$ cat config.mk
export PLATFORM = sky130hd
export DESIGN_NAME = sensor_scheduler
export DESIGN_NICKNAME = d
export VERILOG_FILES = /design/src/rtl/sensor_scheduler.sv
export SDC_FILE = /design/constraint.sdc
export NUM_CORES = 1
export LEC_CHECK = 0
export CELL_PAD_IN_SITES_DETAIL_PLACEMENT = 1
export CELL_PAD_IN_SITES_GLOBAL_PLACEMENT = 2
export CORE_MARGIN = 1.5
export CORE_UTILIZATION = 32
export DETAILED_ROUTE_END_ITERATION = 8
export PLACE_DENSITY = 0.88
export SLEW_MARGIN = 20
export SYNTH_ARGS = -nofsm -noshare
export SYNTH_HDL_FRONTEND = slang
export SYNTH_SLANG_ARGS = --single-unit
$ cat constraint.sdc
create_clock -name i_clk -period 2.9 [get_ports i_clk]
set_input_delay 0.58 -clock i_clk [delete_from_list [all_inputs] [get_ports i_clk]]
set_output_delay 0.58 -clock i_clk [all_outputs]
set_load 0.05 [all_outputs]
$ cat src/rtl/sensor_scheduler.sv
// sensor_scheduler: round-robin sequencer for NUM_SENSORS ultrasonic channels
// that share one sensor_driver. Each channel is started, then the block waits
// for the measurement or a timeout, stores the result, and holds a dead-time
// gap before moving to the next channel.
// Optional feature macro: NEAREST_EN adds o_nearest_dist/o_nearest_idx, the
// closest valid reading, refreshed on every sweep_done.
module sensor_scheduler #(
  parameter int NUM_SENSORS    = 4,
  parameter int DIST_W         = 8,
  parameter int TIMEOUT_CYCLES = 1_900_000,
  parameter int GAP_CYCLES     = 3_000_000,
  localparam int SEL_W         = $clog2(NUM_SENSORS)
) (
  input  logic                          i_clk,
  input  logic                          i_rst,
  input  logic                          i_run,
  input  logic                          i_single,
  input  logic                          i_meas_done,
  input  logic [DIST_W-1:0]             i_meas_dist,
  output logic                          o_drv_start,
  output logic [SEL_W-1:0]              o_sel,
  output logic [NUM_SENSORS*DIST_W-1:0] o_dist_flat,
  output logic [NUM_SENSORS-1:0]        o_dist_valid,
  output logic [NUM_SENSORS-1:0]        o_timeout_flag,
  output logic                          o_sweep_done,
  output logic                          o_busy
`ifdef NEAREST_EN
  ,
  output logic [DIST_W-1:0]             o_nearest_dist,
  output logic [SEL_W-1:0]              o_nearest_idx
`endif
);

  localparam int TMR_MAX = (TIMEOUT_CYCLES > GAP_CYCLES) ? TIMEOUT_CYCLES : GAP_CYCLES;
  localparam int TMR_W   = $clog2(TMR_MAX + 1);

  typedef enum logic [1:0] {S_IDLE, S_START, S_WAIT, S_GAP} state_t;

  state_t                          r_state;
  logic [TMR_W-1:0]                r_timer;
  logic [SEL_W-1:0]                r_sel;
  logic                            r_single_pend;
  logic                            r_drv_start;
  logic                            r_sweep_done;
  logic                            r_busy;
  logic [NUM_SENSORS*DIST_W-1:0]   r_dist_flat;
  logic [NUM_SENSORS-1:0]          r_dist_valid;
  logic [NUM_SENSORS-1:0]          r_timeout_flag;

  logic w_last_ch;
  logic w_wait_expired;
  logic w_gap_done;

  assign w_last_ch      = (r_sel == SEL_W'(NUM_SENSORS - 1));
  assign w_wait_expired = (r_timer == TMR_W'(TIMEOUT_CYCLES - 1));
  assign w_gap_done     = (r_timer == TMR_W'(GAP_CYCLES - 1));

  // Scan FSM: channel select, driver start pulse, result capture and gap timing.
  always_ff @(posedge i_clk) begin
    if (i_rst) begin
      r_state        <= S_IDLE;
      r_timer        <= '0;
      r_sel          <= '0;
      r_single_pend  <= 1'b0;
      r_drv_start    <= 1'b0;
      r_sweep_done   <= 1'b0;
      r_busy         <= 1'b0;
      // NOTE: the distance bank is plain flops, not a RAM, because reset must
      // clear every slot; a memory macro could not be cleared in one cycle.
      r_dist_flat    <= '0;
      r_dist_valid   <= '0;
      r_timeout_flag <= '0;
    end else begin
      // NOTE: non-blocking assignments throughout; later assignments in the
      // same cycle override these pulse defaults without ordering hazards.
      r_drv_start  <= 1'b0;
      r_sweep_done <= 1'b0;
      case (r_state)
        S_IDLE: begin
          if (i_run || i_single) begin
            r_state     <= S_START;
            r_drv_start <= 1'b1;
            r_busy      <= 1'b1;
            if (i_single) r_single_pend <= 1'b1;
          end
        end
        S_START: begin
          r_state <= S_WAIT;
          r_timer <= '0;
        end
        S_WAIT: begin
          r_timer <= r_timer + 1'b1;
          if (i_meas_done) begin
            r_dist_flat[int'(r_sel)*DIST_W +: DIST_W] <= i_meas_dist;
            r_dist_valid[r_sel]   <= 1'b1;
            r_timeout_flag[r_sel] <= 1'b0;
            r_state               <= S_GAP;
            r_timer               <= '0;
          end else if (w_wait_expired) begin
            r_dist_flat[int'(r_sel)*DIST_W +: DIST_W] <= {DIST_W{1'b1}};
            r_dist_valid[r_sel]   <= 1'b0;
            r_timeout_flag[r_sel] <= 1'b1;
            r_state               <= S_GAP;
            r_timer               <= '0;
          end
        end
        S_GAP: begin
          if (w_gap_done) begin
            r_timer <= '0;
            if (w_last_ch) begin
              r_sel         <= '0;
              r_sweep_done  <= 1'b1;
              r_single_pend <= 1'b0;
            end else begin
              r_sel <= r_sel + 1'b1;
            end
            // A pending single sweep continues only until the wrap.
            if (i_run || (r_single_pend && !w_last_ch)) begin
              r_state     <= S_START;
              r_drv_start <= 1'b1;
            end else begin
              r_state <= S_IDLE;
              r_busy  <= 1'b0;
            end
          end else begin
            r_timer <= r_timer + 1'b1;
          end
        end
        default: begin
          r_state <= S_IDLE;
          r_busy  <= 1'b0;
        end
      endcase
    end
  end

  assign o_drv_start    = r_drv_start;
  assign o_sel          = r_sel;
  assign o_dist_flat    = r_dist_flat;
  assign o_dist_valid   = r_dist_valid;
  assign o_timeout_flag = r_timeout_flag;
  assign o_sweep_done   = r_sweep_done;
  assign o_busy         = r_busy;

`ifdef NEAREST_EN
  logic [DIST_W-1:0] w_min_dist;
  logic [SEL_W-1:0]  w_min_idx;
  logic              w_min_found;
  logic [DIST_W-1:0] r_nearest_dist;
  logic [SEL_W-1:0]  r_nearest_idx;

  // Minimum search over valid slots; strict compare keeps the lowest index on ties.
  always_comb begin
    // NOTE: every variable gets a default before the loop so no latch is inferred.
    w_min_dist  = {DIST_W{1'b1}};
    w_min_idx   = '0;
    w_min_found = 1'b0;
    for (int i = 0; i < NUM_SENSORS; i++) begin
      if (r_dist_valid[i] &&
          (!w_min_found || (r_dist_flat[i*DIST_W +: DIST_W] < w_min_dist))) begin
        w_min_dist  = r_dist_flat[i*DIST_W +: DIST_W];
        w_min_idx   = SEL_W'(i);
        w_min_found = 1'b1;
      end
    end
  end

  // Latch the nearest reading once per completed sweep.
  always_ff @(posedge i_clk) begin
    if (i_rst) begin
      r_nearest_dist <= {DIST_W{1'b1}};
      r_nearest_idx  <= '0;
    end else if (r_sweep_done) begin
      r_nearest_dist <= w_min_dist;
      r_nearest_idx  <= w_min_idx;
    end
  end

  assign o_nearest_dist = r_nearest_dist;
  assign o_nearest_idx  = r_nearest_idx;
`endif

endmodule

* Yosys cells after proc, flatten, opt, wreduce, memory -nomap -nowiden
Index checks and enable logic that the tools add are counted.
** Storage, ports and cells
- Word-level logic and storage cells :: 87
- Register bits :: 70
- Input port bits :: 13
- Output and inout port bits :: 45
** Operators by class
- Shift operators :: 3
- Muxes and demuxes :: 35
- $add $sub $neg :: 3
- Reductions and logical operators :: 15
- Equality and inequality tests :: 12
- Bitwise gates (word level) :: 7
- Magnitude comparators :: 2
** Operators by type and width (number)
- two-way mux 22 bit :: 3
- one-hot mux 22 bit (3 select lines) :: 1
- bitwise mux 32 bit :: 2
- two-way mux 32 bit :: 2
- negation 5 -> 33 bit :: 1
- variable shift 8 x 33 -> 32 bit, first input constant :: 1
- indexed part select 8 x 33 -> 32 bit :: 1
- indexed part select 8 x 33 -> 32 bit, first input constant :: 1
- adder 22 x 1 -> 22 bit, second input constant :: 1
- == test 22 x 21 -> 1 bit, second input constant :: 1
- == test 22 bit, second input constant :: 1
- two-way mux 4 bit :: 4
- two-way mux 1 bit :: 13
- two-way mux 2 bit :: 5
- inequality test 2 bit, second input constant :: 5
- bitwise AND 4 bit :: 2
- OR 4 bit :: 2
- one-hot mux 2 bit (4 select lines) :: 1
- == test 2 bit, second input constant :: 3
- one-hot mux 1 bit (2 select lines) :: 3
- AND reduction 5 bit :: 1
- NOT 4 bit :: 1
- AND reduction 2 bit :: 2
- AND reduction 4 bit :: 1
- 15 further kinds :: 19

* Logic depth before layout (Yosys ltp)
Gate-level depths: netlist (run 1).
- Depth in word-level cells :: 8
- Mapped depth :: 8
- Gate-level depth less buffers :: 7

* Worst setup path before layout (run 1)
No wires, ideal clock.
- Path kind :: register to register
- Start point :: register r_sel[0], in the netlist o_sel[0]
- End point :: register r_dist_flat[24], in the netlist o_dist_flat[24]
- Path buffers :: 1
- Arrival :: 2.494 ns
- Data required time :: 2.809 ns
- Stages on the path, launching flop included :: 7
- Setup slack :: 0.315 ns
- Setup time :: 0.091 ns
- Period minus slack after synthesis :: 2.585 ns
- Cells stage by stage :: dfxtp_1 clkbuf_1 inv_1 ha_1 nor4b_1 nand2_1 a311oi_1
** Between the ends
- Cells in the longest elaborated chain, start to end :: 5
- Elaborated cells between the ends (all ways) :: 8
- Classes of those cells :: add/sub (1); shift (3); mux (4)
** RTL lines
- start: declaration :: line 41 : logic [SEL_W-1:0] r_sel;
- start signal: assignment :: line 115 : r_sel <= r_sel + 1'b1;
- negation 5 -> 33 bit (*) :: line 94, 100
- indexed part select 8 x 33 -> 32 bit / variable shift 8 x 33 -> 32 bit (equally long branches) :: line 100, 94
- bitwise mux 32 bit :: line 100 : r_dist_flat[int'(r_sel)*DIST_W +: DIST_W] <= {DIST_W{1'b1}};
- two-way mux 32 bit :: line 99 : end else if (w_wait_expired) begin
- two-way mux 32 bit (*) :: line 93 : if (i_meas_done) begin
- end signal: indexed assignment :: line 94 : r_dist_flat[int'(r_sel)*DIST_W +: DIST_W] <= i_meas_dist;
- end signal: indexed assignment :: line 100
- end: declaration :: line 46 : logic [NUM_SENSORS*DIST_W-1:0] r_dist_flat;
Mark *: on every way between the ends. The rest lies on a longest branch, timed or not. The select of a mux whose other input is x is not followed.
A chain may end at the register's enable or synchronous reset.

==> results.ini, run 1 <==
[outcome]
run_status = complete, no violations

[global_route]
grt_most_used_layer = met2
grt.met1_usage = 0.286
global_route.usage.total = 0.213
grt_use_met3 = 0.0356
globalRoute.totalOverflow = 0
grt.met2_usage = 0.344
grt_pass1_vias = 3752
global_route_wire_length_before_repair_um = 19700
grt_antenna_before_repair = 0
pin_count_of_the_biggest_net_entering_global_routing = 52

[power_and_ir_drop]
power_density_nw_per_um2 = 656
power_mw = 3.08
ir_drop_v = 0.000347
power_leakage_nw = 1.57

[layout]
instances_no_fill = 624
layout-drive-gt1-share = 0.0930
final_util = 0.429
synthToLayoutAreaGrowth_pct = 29.4
final_cell_area_sq_um = 4690
final_net_count = 501
nFillCells = 1284
n_antenna_cell = 0

[place]
place_congestion = 0.808
post_dp_cell_area_sq_um = 4340
place_worst_setup_slack_ns = 0.395
port_buffers = 57
hpwl_reported_at_the_end_of_detailed_placement_um = 8160
place.detailed.instances = 608

[die]
die_y_um = 109
core-area_sq_um = 10900
die_area_sq_um = 12000
start_util = 0.331
die_w_um = 109
row_count = 38
num_io_pins = 58

[timing]
maxSlewHeadroom = 0.611
layout_setup_ws_ns = 0.309
skew_ns = 0.00679
timing.final.max_slew_violations = 0
final-setup-viol-count = 0
setup-tns-final_ns = 0
report.final.hold_viol_count = 0
fin_crit_sh = 0.893
worst_hold_slack_ns = 0.489
tightestPinTransition_ns = 0.584
timing.fmax_ghz = 0.386
clock_period_minus_final_worst_setup_slack_ns = 2.59
rsz0062_at_grt = false

[drt]
vias_per_cell = 5.89
drt-wirelength-per-cell_um = 19.4
finalWirelength_um = 12100
route.vias.total = 3677
antenna_left = 0
drc_errors = 0
detailedRoute.firstIterationViolations = 226
drt-pass1-iter-count = 5

[setup_path]
worst_setup_path_end_kind = flip-flop
critical_path_arrival_ns = 2.85
critPathMaxFanout = 14
path_class = flip-flop to flip-flop
startpoint_type = flip-flop
required_ns = 3.16

[yosys]
synth_seq_area_share = 0.387
number_of_synthesized_flops_with_an_enable_pin = 0
synth_cell_type_count = 50
synth_nets = 454
synthCells = 432
syn_area_per_cell_sq_um = 8.38
ys_ff_latch = 70
synth_top_flop_cell = sky130_fd_sc_hd__dfxtp_1
syn-cell-area_sq_um = 3620
synthesis.yosys.warnings = 0
fraction_of_synthesis_flops_using_an_asynchronous_set_or_reset_pin = 0

[clock_network]
deepest_level_of_the_cts_h_tree = 3
clkLatencyLatePin_ns = 0.33
cts_hold_buf = 0
cts.root.buffer_cell = sky130_fd_sc_hd__clkbuf_16
cts_buffers = 9
clkSlewWorstSetupHoldPaths_ns = 0.06
cts_setup_buffers = 0
cts_tree = done
cts_repair_resize_count = 0
clock_path_buffers = 2
numClockSinks = 70

[hold_path]
worst_hold_path_type = flip-flop to flip-flop

[job]
cap_violations = 0

path summary, 6_finish.rpt:
kind	startpoint	endpoint	slack [ns]	cells past startpoint
max	r_timer[0]	flip-flop	0.31	6
min	flip-flop	flip-flop	0.49	2
max reg2reg	r_timer[0]	flip-flop	0.31	6
min reg2reg	flip-flop	flip-flop	0.49	2
cells in the mapped netlist (all sizes together) (5+ instances only):
library cell / instances / share of area
a21oi: 11 / 0.016
a311oi: 31 / 0.075
a31oi: 33 / 0.057
and2: 5 / 0.0086
and3: 8 / 0.014
buf: 13 / 0.021
clkbuf: 28 / 0.029
dfxtp: 70 / 0.39
ha: 9 / 0.031
inv: 11 / 0.011
nand2: 67 / 0.069
nand3: 22 / 0.030
nand4: 6 / 0.010
nor2: 11 / 0.011
nor3: 8 / 0.011
nor4: 8 / 0.018
o2111ai: 5 / 0.012
o211ai: 12 / 0.025
o21ai: 13 / 0.018
o22ai: 6 / 0.010
metal layers:
layer	vias to the layer above	wire, um	share of wire
li1	1749	-	-
met1	1828	5560	0.46
met2	87	5820	0.48
met3	13	540	0.045
met4	0	157	0.013
met5	-	0	0
cell usage in the layout (no fill, tap or decap), types with 3 or more instances in the layout:
cell                               n
sky130_fd_sc_hd__nor3b_1           4
sky130_fd_sc_hd__nor4_1            7
sky130_fd_sc_hd__clkbuf_8          3
sky130_fd_sc_hd__o21ai_0          13
sky130_fd_sc_hd__a31oi_1          33
sky130_fd_sc_hd__o211ai_1         12
sky130_fd_sc_hd__and4_1            4
sky130_fd_sc_hd__nand2_1          67
sky130_fd_sc_hd__a311oi_1         31
sky130_fd_sc_hd__mux2i_1           3
sky130_fd_sc_hd__o211a_1           3
sky130_fd_sc_hd__nor3_1            8
sky130_fd_sc_hd__nand3_1          22
sky130_fd_sc_hd__nand2b_1          3
sky130_fd_sc_hd__a21oi_1          10
sky130_fd_sc_hd__clkdlybuf4s50_1  56
sky130_fd_sc_hd__nand4_1           6
sky130_fd_sc_hd__o22ai_1           6
sky130_fd_sc_hd__clkbuf_16         9
sky130_fd_sc_hd__ha_1              9
sky130_fd_sc_hd__o2111ai_1         5
sky130_fd_sc_hd__or3_1             4
sky130_fd_sc_hd__nor2b_1           4
sky130_fd_sc_hd__inv_1            11
sky130_fd_sc_hd__buf_4            19
sky130_fd_sc_hd__o221ai_1          4
sky130_fd_sc_hd__and3_1            8
sky130_fd_sc_hd__and2_1            5
sky130_fd_sc_hd__nor2_1           11
sky130_fd_sc_hd__dfxtp_1          70
layout make-up:
cell class	count	area, sq um	share of cell area
multi-input cells	310	2000	0.426
flip-flops and latches	70	1400	0.299
repair buffers	77	728	0.155
clock buffers	12	267	0.0569
well taps	140	175	0.0374
clock inverters	4	76.3	0.0163
inverters	11	41.3	0.00881
logic make-up (layout without fill, tap and decap cells):
group / after synthesis / in the layout / synth area share
AOI/OAI and AO/OA: 129 / 129 / 0.258
xor gates and xnor gates: 4 / 4 / 0.00967
adders and majority gates: 9 / 9 / 0.0311
buffers and inverters: 52 / 104 / 0.0615
DFF: 70 / 70 / 0.387
muxes: 4 / 4 / 0.0114
and+or+nand+nor: 164 / 164 / 0.241
critical path, cell delays in order, from the launching register on:
cell	delay, ns
sky130_fd_sc_hd__dfxtp_1	0.41
sky130_fd_sc_hd__ha_1	0.25
sky130_fd_sc_hd__nand4_1	0.21
sky130_fd_sc_hd__nor3_1	0.37
sky130_fd_sc_hd__a21o_1	0.54
sky130_fd_sc_hd__and3_1	0.48
sky130_fd_sc_hd__mux2i_1	0.25
where the power goes:
| group | switching, mW | leakage, nW | internal (mW) | total (mW) |
|---|---|---|---|---|
| Clock | 0.430 | 0.165 | 0.827 | 1.26 |
| Sequential | 0.0369 | 0.565 | 1.02 | 1.05 |
| Combinational | 0.519 | 0.840 | 0.246 | 0.765 |
| Total | 0.986 | 1.57 | 2.09 | 3.08 |
No activity file was read; power rests on OpenSTA's default activity.
==> run 2, diff against run 1 <==
--- a/config.mk
+++ b/config.mk
@@ -7,7 +7,6 @@
 export LEC_CHECK = 0
 export CELL_PAD_IN_SITES_DETAIL_PLACEMENT = 1
 export CELL_PAD_IN_SITES_GLOBAL_PLACEMENT = 2
-export CORE_MARGIN = 1.5
 export CORE_UTILIZATION = 32
 export DETAILED_ROUTE_END_ITERATION = 8
 export PLACE_DENSITY = 0.88
==> run 2 against run 1 <==
  * Wire length is 2.0% higher
  * Sequential power hardly changed
  * Count of clock-buffer cells in the layout is 2 lower
  * Power is 1.5% lower
  * Clock skew hardly changed
  * Combinational power is 0.7% lower
  * First-iteration DRC count is 35% higher
  * Global-route usage is 1.0 points higher
  * Via count is 1.3% higher
  * Die area is 1.8% lower
  * Sequential cell count stayed put
==> results.ini, run 2 (synthesis results as in run 1) <==
[layout]
n_antenna_cell = 0
synthToLayoutAreaGrowth_pct = 28.3
final_net_count = 500
final_util = 0.425
nFillCells = 1295
layout-drive-gt1-share = 0.0890
layout_common_cells = 70 x sky130_fd_sc_hd__dfxtp_1, 67 x sky130_fd_sc_hd__nand2_1, 56 x sky130_fd_sc_hd__clkdlybuf4s50_1
most_common_cell_after_layout_fill_and_taps_aside = sky130_fd_sc_hd__dfxtp_1

[die]
core-area_sq_um = 10900
die_area_sq_um = 11700
die_w_um = 108
row_count = 38
die_y_um = 108
start_util = 0.331
num_io_pins = 58

[setup_path]
path_class = flip-flop to flip-flop
critPathMaxFanout = 16
reg2reg_depth = 6
startpoint_type = flip-flop
required_ns = 3.09
worst_setup_path_end_kind = flip-flop
critical_path_arrival_ns = 2.84

[timing]
report.final.hold_viol_count = 0
setup-tns-final_ns = 0
tightestPinTransition_ns = 0.629
final-setup-viol-count = 0
timing.final.max_slew_violations = 0
worst_hold_slack_ns = 0.480
clock_period_minus_final_worst_setup_slack_ns = 2.64
maxSlewHeadroom = 0.580
timing.fmax_ghz = 0.378
fin_crit_sh = 0.911
rsz0062_at_grt = false
skew_ns = 0.00641

[drt]
antenna_left = 0
drc_errors = 0
drt-wirelength-per-cell_um = 19.8
detailedRoute.firstIterationViolations = 305
finalWirelength_um = 12300
route.vias.total = 3726
drt-pass1-iter-count = 4
vias_per_cell = 5.98

[clock_network]
cts_repair_resize_count = 0
clkSlewWorstSetupHoldPaths_ns = 0.06
cts_buffers = 9
numClockSinks = 70
clkLatencyLatePin_ns = 0.34
cts_hold_buf = 0
cts_tree = done
cts_setup_buffers = 0
clock_path_buffers = 2
cts.root.buffer_cell = sky130_fd_sc_hd__clkbuf_16
deepest_level_of_the_cts_h_tree = 3

[global_route]
grt_antenna_before_repair = 0
globalRoute.totalOverflow = 0
pin_count_of_the_biggest_net_entering_global_routing = 38
grt_pass1_vias = 3849
global_route.usage.total = 0.223
global_route_wire_length_before_repair_um = 20100

[power_and_ir_drop]
ir_drop_v = 0.000356
power_density_nw_per_um2 = 652
power_leakage_nw = 1.55

[hold_path]
min_path_cells = 2
worst_hold_path_type = flip-flop to flip-flop

[place]
port_buffers = 57
place_congestion = 0.768
hpwl_reported_at_the_end_of_detailed_placement_um = 8330

[job]
cap_violations = 0

[outcome]
run_status = complete, no violations

==> run 2: cell count changes in the layout (fill, tap and decap cells not counted), sizes merged <==
cell,delta
buf,-1
clkbuf,-2
clkinv,+2
==> run 2: final cells by class <==
type	count	area (sq um)	share of cell area
Clock buffer	10	229	0.0493
Clock inverter	6	93.8	0.0202
Inverter	11	41.3	0.00889
Multi-Input combinational cell	310	2000	0.430
Sequential cell	70	1400	0.302
Tap cell	140	175	0.0377
Timing Repair Buffer	76	708	0.152
==> run 2: metal layers <==
| layer | vias to the layer above | track usage | share of wire |
|---|---|---|---|
| met5 | - | 0 | 0 |
| met4 | 0 | 0.0849 | 0.018 |
| met3 | 17 | 0.0549 | 0.048 |
| met2 | 104 | 0.362 | 0.48 |
| met1 | 1857 | 0.286 | 0.45 |
| li1 | 1748 | - | - |
==> run 2: per-stage QoR <==
stage | cell area (sq um) | power [mW] | setup WS [ns] | std cells
2_1_floorplan | 3620 | 1.56 | 0.315 | 432
3_3_place_gp | 4320 | 1.81 | 0.491 | 607
3_5_place_dp | 4320 | 1.83 | 0.315 | 607
4_1_cts | 4650 | 3.05 | 0.278 | 623
5_1_grt | 4650 | 3.16 | 0.142 | 623
6_report | 4650 | 3.03 | 0.257 | 623
==> run 2: worst paths after layout <==
kind	from	endpoint	slack, ns
max	r_timer[0]	o_dist_flat[19]	0.26
min reg2reg	flip-flop	flip-flop	0.48
min	flip-flop	flip-flop	0.48
max reg2reg	r_timer[0]	o_dist_flat[19]	0.26
==> run 2: worst max-delay path, cell delays in order (launching register included) <==
cell                       delay, ns
sky130_fd_sc_hd__dfxtp_1        0.40
sky130_fd_sc_hd__ha_1           0.27
sky130_fd_sc_hd__nand4_1        0.24
sky130_fd_sc_hd__nor3_1         0.37
sky130_fd_sc_hd__a21o_1         0.50
sky130_fd_sc_hd__and3_1         0.51
sky130_fd_sc_hd__a311oi_1       0.20
==> run 2: report_power, final <==
part / switching, mW / internal (mW)
logic: 0.517 / 0.243
registers: 0.0395 / 1.02
clock network: 0.453 / 0.759
total: 1.01 / 2.02
==> run 3, diff against run 2 <==
--- a/config.mk
+++ b/config.mk
@@ -5,8 +5,10 @@
 export SDC_FILE = /design/constraint.sdc
 export NUM_CORES = 1
 export LEC_CHECK = 0
+export ABC_AREA = 0
 export CELL_PAD_IN_SITES_DETAIL_PLACEMENT = 1
 export CELL_PAD_IN_SITES_GLOBAL_PLACEMENT = 2
+export CORE_MARGIN = 2
 export CORE_UTILIZATION = 32
 export DETAILED_ROUTE_END_ITERATION = 8
 export PLACE_DENSITY = 0.88
==> run 3 against run 2 <==
  * Fmax increased by 7.9%
  * Register-to-register slack gained 0.19 ns
  * Clock skew rose by 0.0013 ns
  * Critical path type unchanged
  * Critical endpoint is now o_dist_flat[29]
  * Largest cell class unchanged
==> results.ini, run 3 (synthesis results as in run 1) <==
[clock_network]
deepest_level_of_the_cts_h_tree = 3
clock_path_buffers = 2
numClockSinks = 70
clkLatencyLatePin_ns = 0.34
cts_hold_buf = 0
cts.root.buffer_cell = sky130_fd_sc_hd__clkbuf_16
cts_setup_buffers = 0
clkSlewWorstSetupHoldPaths_ns = 0.06
cts_repair_resize_count = 0
cts_buffers = 9
cts_tree = done

[hold_path]
min_path_cells = 2
hold-path-endpoint = o_busy
worstHoldStart = o_busy
worst_hold_path_type = flip-flop to flip-flop

[die]
row_count = 38
die_w_um = 110
core-area_sq_um = 10900
die_area_sq_um = 12200
start_util = 0.331
num_io_pins = 58
die_y_um = 110

[timing]
setup-tns-final_ns = 0
clock_period_minus_final_worst_setup_slack_ns = 2.45
fin_crit_sh = 0.845
timing.fmax_ghz = 0.408
tightestPinTransition_ns = 0.566
skew_ns = 0.00774
final-setup-viol-count = 0
report.final.hold_viol_count = 0
maxSlewHeadroom = 0.623
rsz0062_at_grt = false
timing.final.max_slew_violations = 0

[drt]
route.vias.total = 3714
drt-wirelength-per-cell_um = 19.7
antenna_left = 0
finalWirelength_um = 12300
vias_per_cell = 5.95
detailedRoute.firstIterationViolations = 214
drc_errors = 0
drt-pass1-iter-count = 4

[layout]
nFillCells = 1314
layout_common_cells = 70 x sky130_fd_sc_hd__dfxtp_1, 67 x sky130_fd_sc_hd__nand2_1, 56 x sky130_fd_sc_hd__clkdlybuf4s50_1
layout-drive-gt1-share = 0.0909
final_net_count = 501
final_cell_area_sq_um = 4610
multi_input_logic_area_sq_um = 2000
n_antenna_cell = 0
seq_area_sq_um = 1400
synthToLayoutAreaGrowth_pct = 27.3
most_common_cell_after_layout_fill_and_taps_aside = sky130_fd_sc_hd__dfxtp_1

[power_and_ir_drop]
ir_drop_v = 0.000308
power_density_nw_per_um2 = 620
power_leakage_nw = 1.53

[place]
hpwl_reported_at_the_end_of_detailed_placement_um = 8350
port_buffers = 57
place_congestion = 0.858
post_dp_cell_area_sq_um = 4330

[setup_path]
reg2reg_depth = 7
startpoint_type = flip-flop
regToRegEndpoint = o_dist_flat[29]
critical_path_arrival_ns = 2.69
slowest_stage = sky130_fd_sc_hd__a21o_1
required_ns = 3.14
worst_setup_path_end_kind = flip-flop
path_class = flip-flop to flip-flop
ff2ff_setup_slack_ns = 0.45
crit_start = r_timer[0]
critical_path.reg2reg.startpoint = r_timer[0]
critPathMaxFanout = 16
crit_path_max_incr_delay_ns = 0.40
path_cells = ha_1 > nand4_1 > nor3_1 > a21o_1 > buf_4 > a31oi_1 > a311oi_1

[global_route]
grt_pass1_vias = 3737
grt_antenna_before_repair = 0
grt_use_met3 = 0.0429
global_route_wire_length_before_repair_um = 19800
globalRoute.totalOverflow = 0
grt.met2_usage = 0.335
pin_count_of_the_biggest_net_entering_global_routing = 38
global_route.usage.total = 0.211
grt.met1_usage = 0.290
grt_most_used_layer = met2

[outcome]
run_status = complete, no violations

[job]
cap_violations = 0

[run 3: cell types whose count changed in the layout (fill, tap and decap cells not counted)]
cell                        before  now
sky130_fd_sc_hd__inv_6           1    0
sky130_fd_sc_hd__bufinv_16       2    0
sky130_fd_sc_hd__clkbuf_8        0    1
sky130_fd_sc_hd__clkinv_2        0    2
sky130_fd_sc_hd__buf_4          19   20
[run 3: area by class of cell]
class | count | area share
Clock buffer | 11 | 0.0527
Inverter | 11 | 0.00896
Multi-Input combinational cell | 310 | 0.433
Timing Repair Buffer | 77 | 0.155
Sequential cell | 70 | 0.304
Tap cell | 140 | 0.0380
Clock inverter | 5 | 0.00760
[run 3: worst max-delay path by stage]
stage	end	depth (start not counted)
2_1_floorplan	o_dist_flat[24]	6
3_5_place_dp	o_dist_flat[29]	7
3_3_place_gp	o_dist_flat[1]	6
6_report	o_dist_flat[29]	7
4_1_cts	o_dist_flat[29]	7
5_1_grt	o_dist_flat[29]	7
[run 3: through the flow]
step	cells	power [mW]	hold slack [ns]	setup slack, ns	util
final	624	2.86	0.481	0.451	0.422
after global routing	624	3.00	0.515	0.227	0.422
after CTS	624	2.88	0.485	0.483	0.422
after detailed placement	608	1.83	0.475	0.554	0.396
after global placement	608	1.82	0.462	0.617	0.396
after floorplan	432	1.56	0.466	0.315	-
[run 3: routing by layer]
| metal | share of wire | vias to the layer above | wire length (um) |
|---|---|---|---|
| li1 | - | 1743 | - |
| met1 | 0.46 | 1872 | 5670 |
| met2 | 0.48 | 89 | 5910 |
| met3 | 0.044 | 10 | 538 |
| met4 | 0.012 | 0 | 147 |
| met5 | 0 | - | 0 |
[run 3: critical path: cells and delay by family, from the launching register on]
| kind | cells | cell delay [ns] |
|---|---|---|
| buffers and inverters | 1 | 0.29 |
| DFF | 1 | 0.38 |
| and+or+nand+nor | 2 | 0.60 |
| AOI/OAI and AO/OA | 3 | 0.83 |
| adders and majority gates | 1 | 0.24 |
[run 3: where the power goes]
| part | internal, mW | switching, mW | leakage [nW] |
|---|---|---|---|
| combinational | 0.247 | 0.517 | 0.834 |
| sequential | 1.02 | 0.0381 | 0.565 |
| clock | 0.602 | 0.436 | 0.135 |
==> patch: new RTL, config.mk and constraints of run 1 <==
`GAP_CYCLES`: 3_000_000 -> 6_000_000.
--- a/src/rtl/sensor_scheduler.sv
+++ b/src/rtl/sensor_scheduler.sv
@@ -8,7 +8,7 @@
   parameter int NUM_SENSORS    = 4,
   parameter int DIST_W         = 8,
   parameter int TIMEOUT_CYCLES = 1_900_000,
-  parameter int GAP_CYCLES     = 3_000_000,
+  parameter int GAP_CYCLES     = 6_000_000,
   localparam int SEL_W         = $clog2(NUM_SENSORS)
 ) (
   input  logic                          i_clk,
Behaviour: no difference found for any inputs over 10 cycles, from zero or initial values and one cycle with i_rst high; that may be too few to reach the edited logic, so the function may still have changed.
==> patch against run 1 <==
Cell area shrank 1.5%. Worst setup slack lost 0.048 ns. Combinational power shrank 9.3%. Sequential cell count grew 1. Critical path depth grew 1. Final cell count grew 3.0%. Global-route usage shrank 1.8 points. Routed wire length shrank 7.5%. Power shrank 8.7%. Non-clock buffer count shrank 5. Area after synthesis shrank 0.41%.
==> patch: results (changes against run 1) <==
layout:
  fillers: 1318  # +2.6%
  diodes: 0  # unchanged
  layout.nets: 520  # +3.8%
  fin_cells: 643  # +3.0%
  drive_above_1_share_pct: 7.55  # -1.7 points
  final_area_mm2: 0.00461  # -1.5%
drt:
  met3_length_um: 356  # -34%
  viasPerCell: 5.55  # -5.9%
  drt_iter0_drc: 168  # -26%
  route.met2.wl_mm: 5.35  # -8.1%
  wl_met1_mm: 5.32  # -4.4%
  drtPass1Iterations: 4  # -1
pwr:
  sequentialPowerShare_pct: 37.8  # +3.5 points
  power.internal_mw: 1.89  # -9.6%
  powerDensity_mw_per_mm2: 609  # -7.2%
  pwr-share-comb_pct: 24.7  # -0.2 points
  ir_drop_mv: 0.269  # -23%
  cellLeakagePower_nw: 1.51  # -3.8%
  maxPowerGroup: "sequential cells"
synthesis:
  synth_adder_area_share_pct: 3.12  # +0.013 points
  yosys-top-cells-area: "dfxtp_1 39%, a21oi_1 9.0%, a211oi_1 6.9%, nand2_1 4.4%, clkbuf_1 3.5%"
  ys_seq_area_share_pct: 39.4  # +0.72 points
  synth_cells: 451  # +4.4%
  yosys-mux-area-fraction_pct: 0  # -1.1 points
  synth_xor_area_share_pct: 1.46  # +0.49 points
  netlist_top_cells_count: "71 x dfxtp_1, 65 x a21oi_1, 42 x nand2_1"
  synth_nets: 473  # +4.2%
  synth_cell_types: 47  # -6.0%
  synth_compound_area_share_pct: 26.9  # +1.1 points
sta:
  max-slew-margin-rel_pct: 46.4  # -15 points
  min_period_ns: 2.64  # +0.0478 ns
  skew_ns: 0.00823  # +0.00144 ns
critical_path:
  r2r_cells: 7  # +1
  reg2reg_slack_ns: 0.26  # -0.05 ns
  slowest_stage: "o21ai_2"
  cp_top_family: "compound AO/OA/AOI/OAI gates"
  cp_max_fo: 20  # +6
  cp.arrival_ns: 2.87  # +0.02 ns
  slowest_delay_ns: 0.67  # +0.13 ns
grt:
  grt_use_met3_pct: 2.87  # -0.69 points
  grt_max_degree: 57  # +9.6%
  grt_pass1_wl_mm: 18.1  # -8.3%
  antenna_found_initial: 0  # unchanged
  use_met1_pct: 25.7  # -3.0 points
  grt_usage_pct: 19.5  # -1.8 points
cts:
  htreeDepth: 3  # unchanged
  cts_inserted_buffers: 9  # unchanged
  clockBufferDepth: 2  # unchanged
place:
  place_inst: 627  # +3.1%
  place_area_mm2: 0.00433  # -0.37%
  gp_congestion: 0.803  # -0.54%
  dpl.hpwl_mm: 7.80  # -4.5%
outcome:
  status: "finished, final reports clean"
patch: changes by cell type after synthesis, moves of 6 or more:
cell,delta
nor2_1,+13
clkbuf_1,+6
a21oi_1,+55
a211oi_1,+31
and2_1,+10
nand2_1,-25
a311oi_1,-30
nand3_1,-7
nor3_1,+7
a31oi_1,-33
buf_2,-9
patch: worst min-delay path by stage:
stage,from,endpoint,depth (start not counted),slack [ns]
finish,flip-flop,flip-flop,1,0.47
global route,flip-flop,flip-flop,1,0.49
global placement,flip-flop,flip-flop,1,0.46
detailed placement,flip-flop,flip-flop,1,0.46
floorplan,r_timer[21]$_SDFFE_PP0P_,r_timer[21]$_SDFFE_PP0P_,2,0.45
CTS,flip-flop,flip-flop,1,0.47
patch: final cells by class:
class                           count  share of cell area, %
Clock buffer                       12                   5.56
Sequential cell                    71                   30.8
Inverter                           12                  0.976
Timing Repair Buffer               72                   14.7
Multi-Input combinational cell    332                   43.5
Tap cell                          140                   3.80
Clock inverter                      4                  0.651
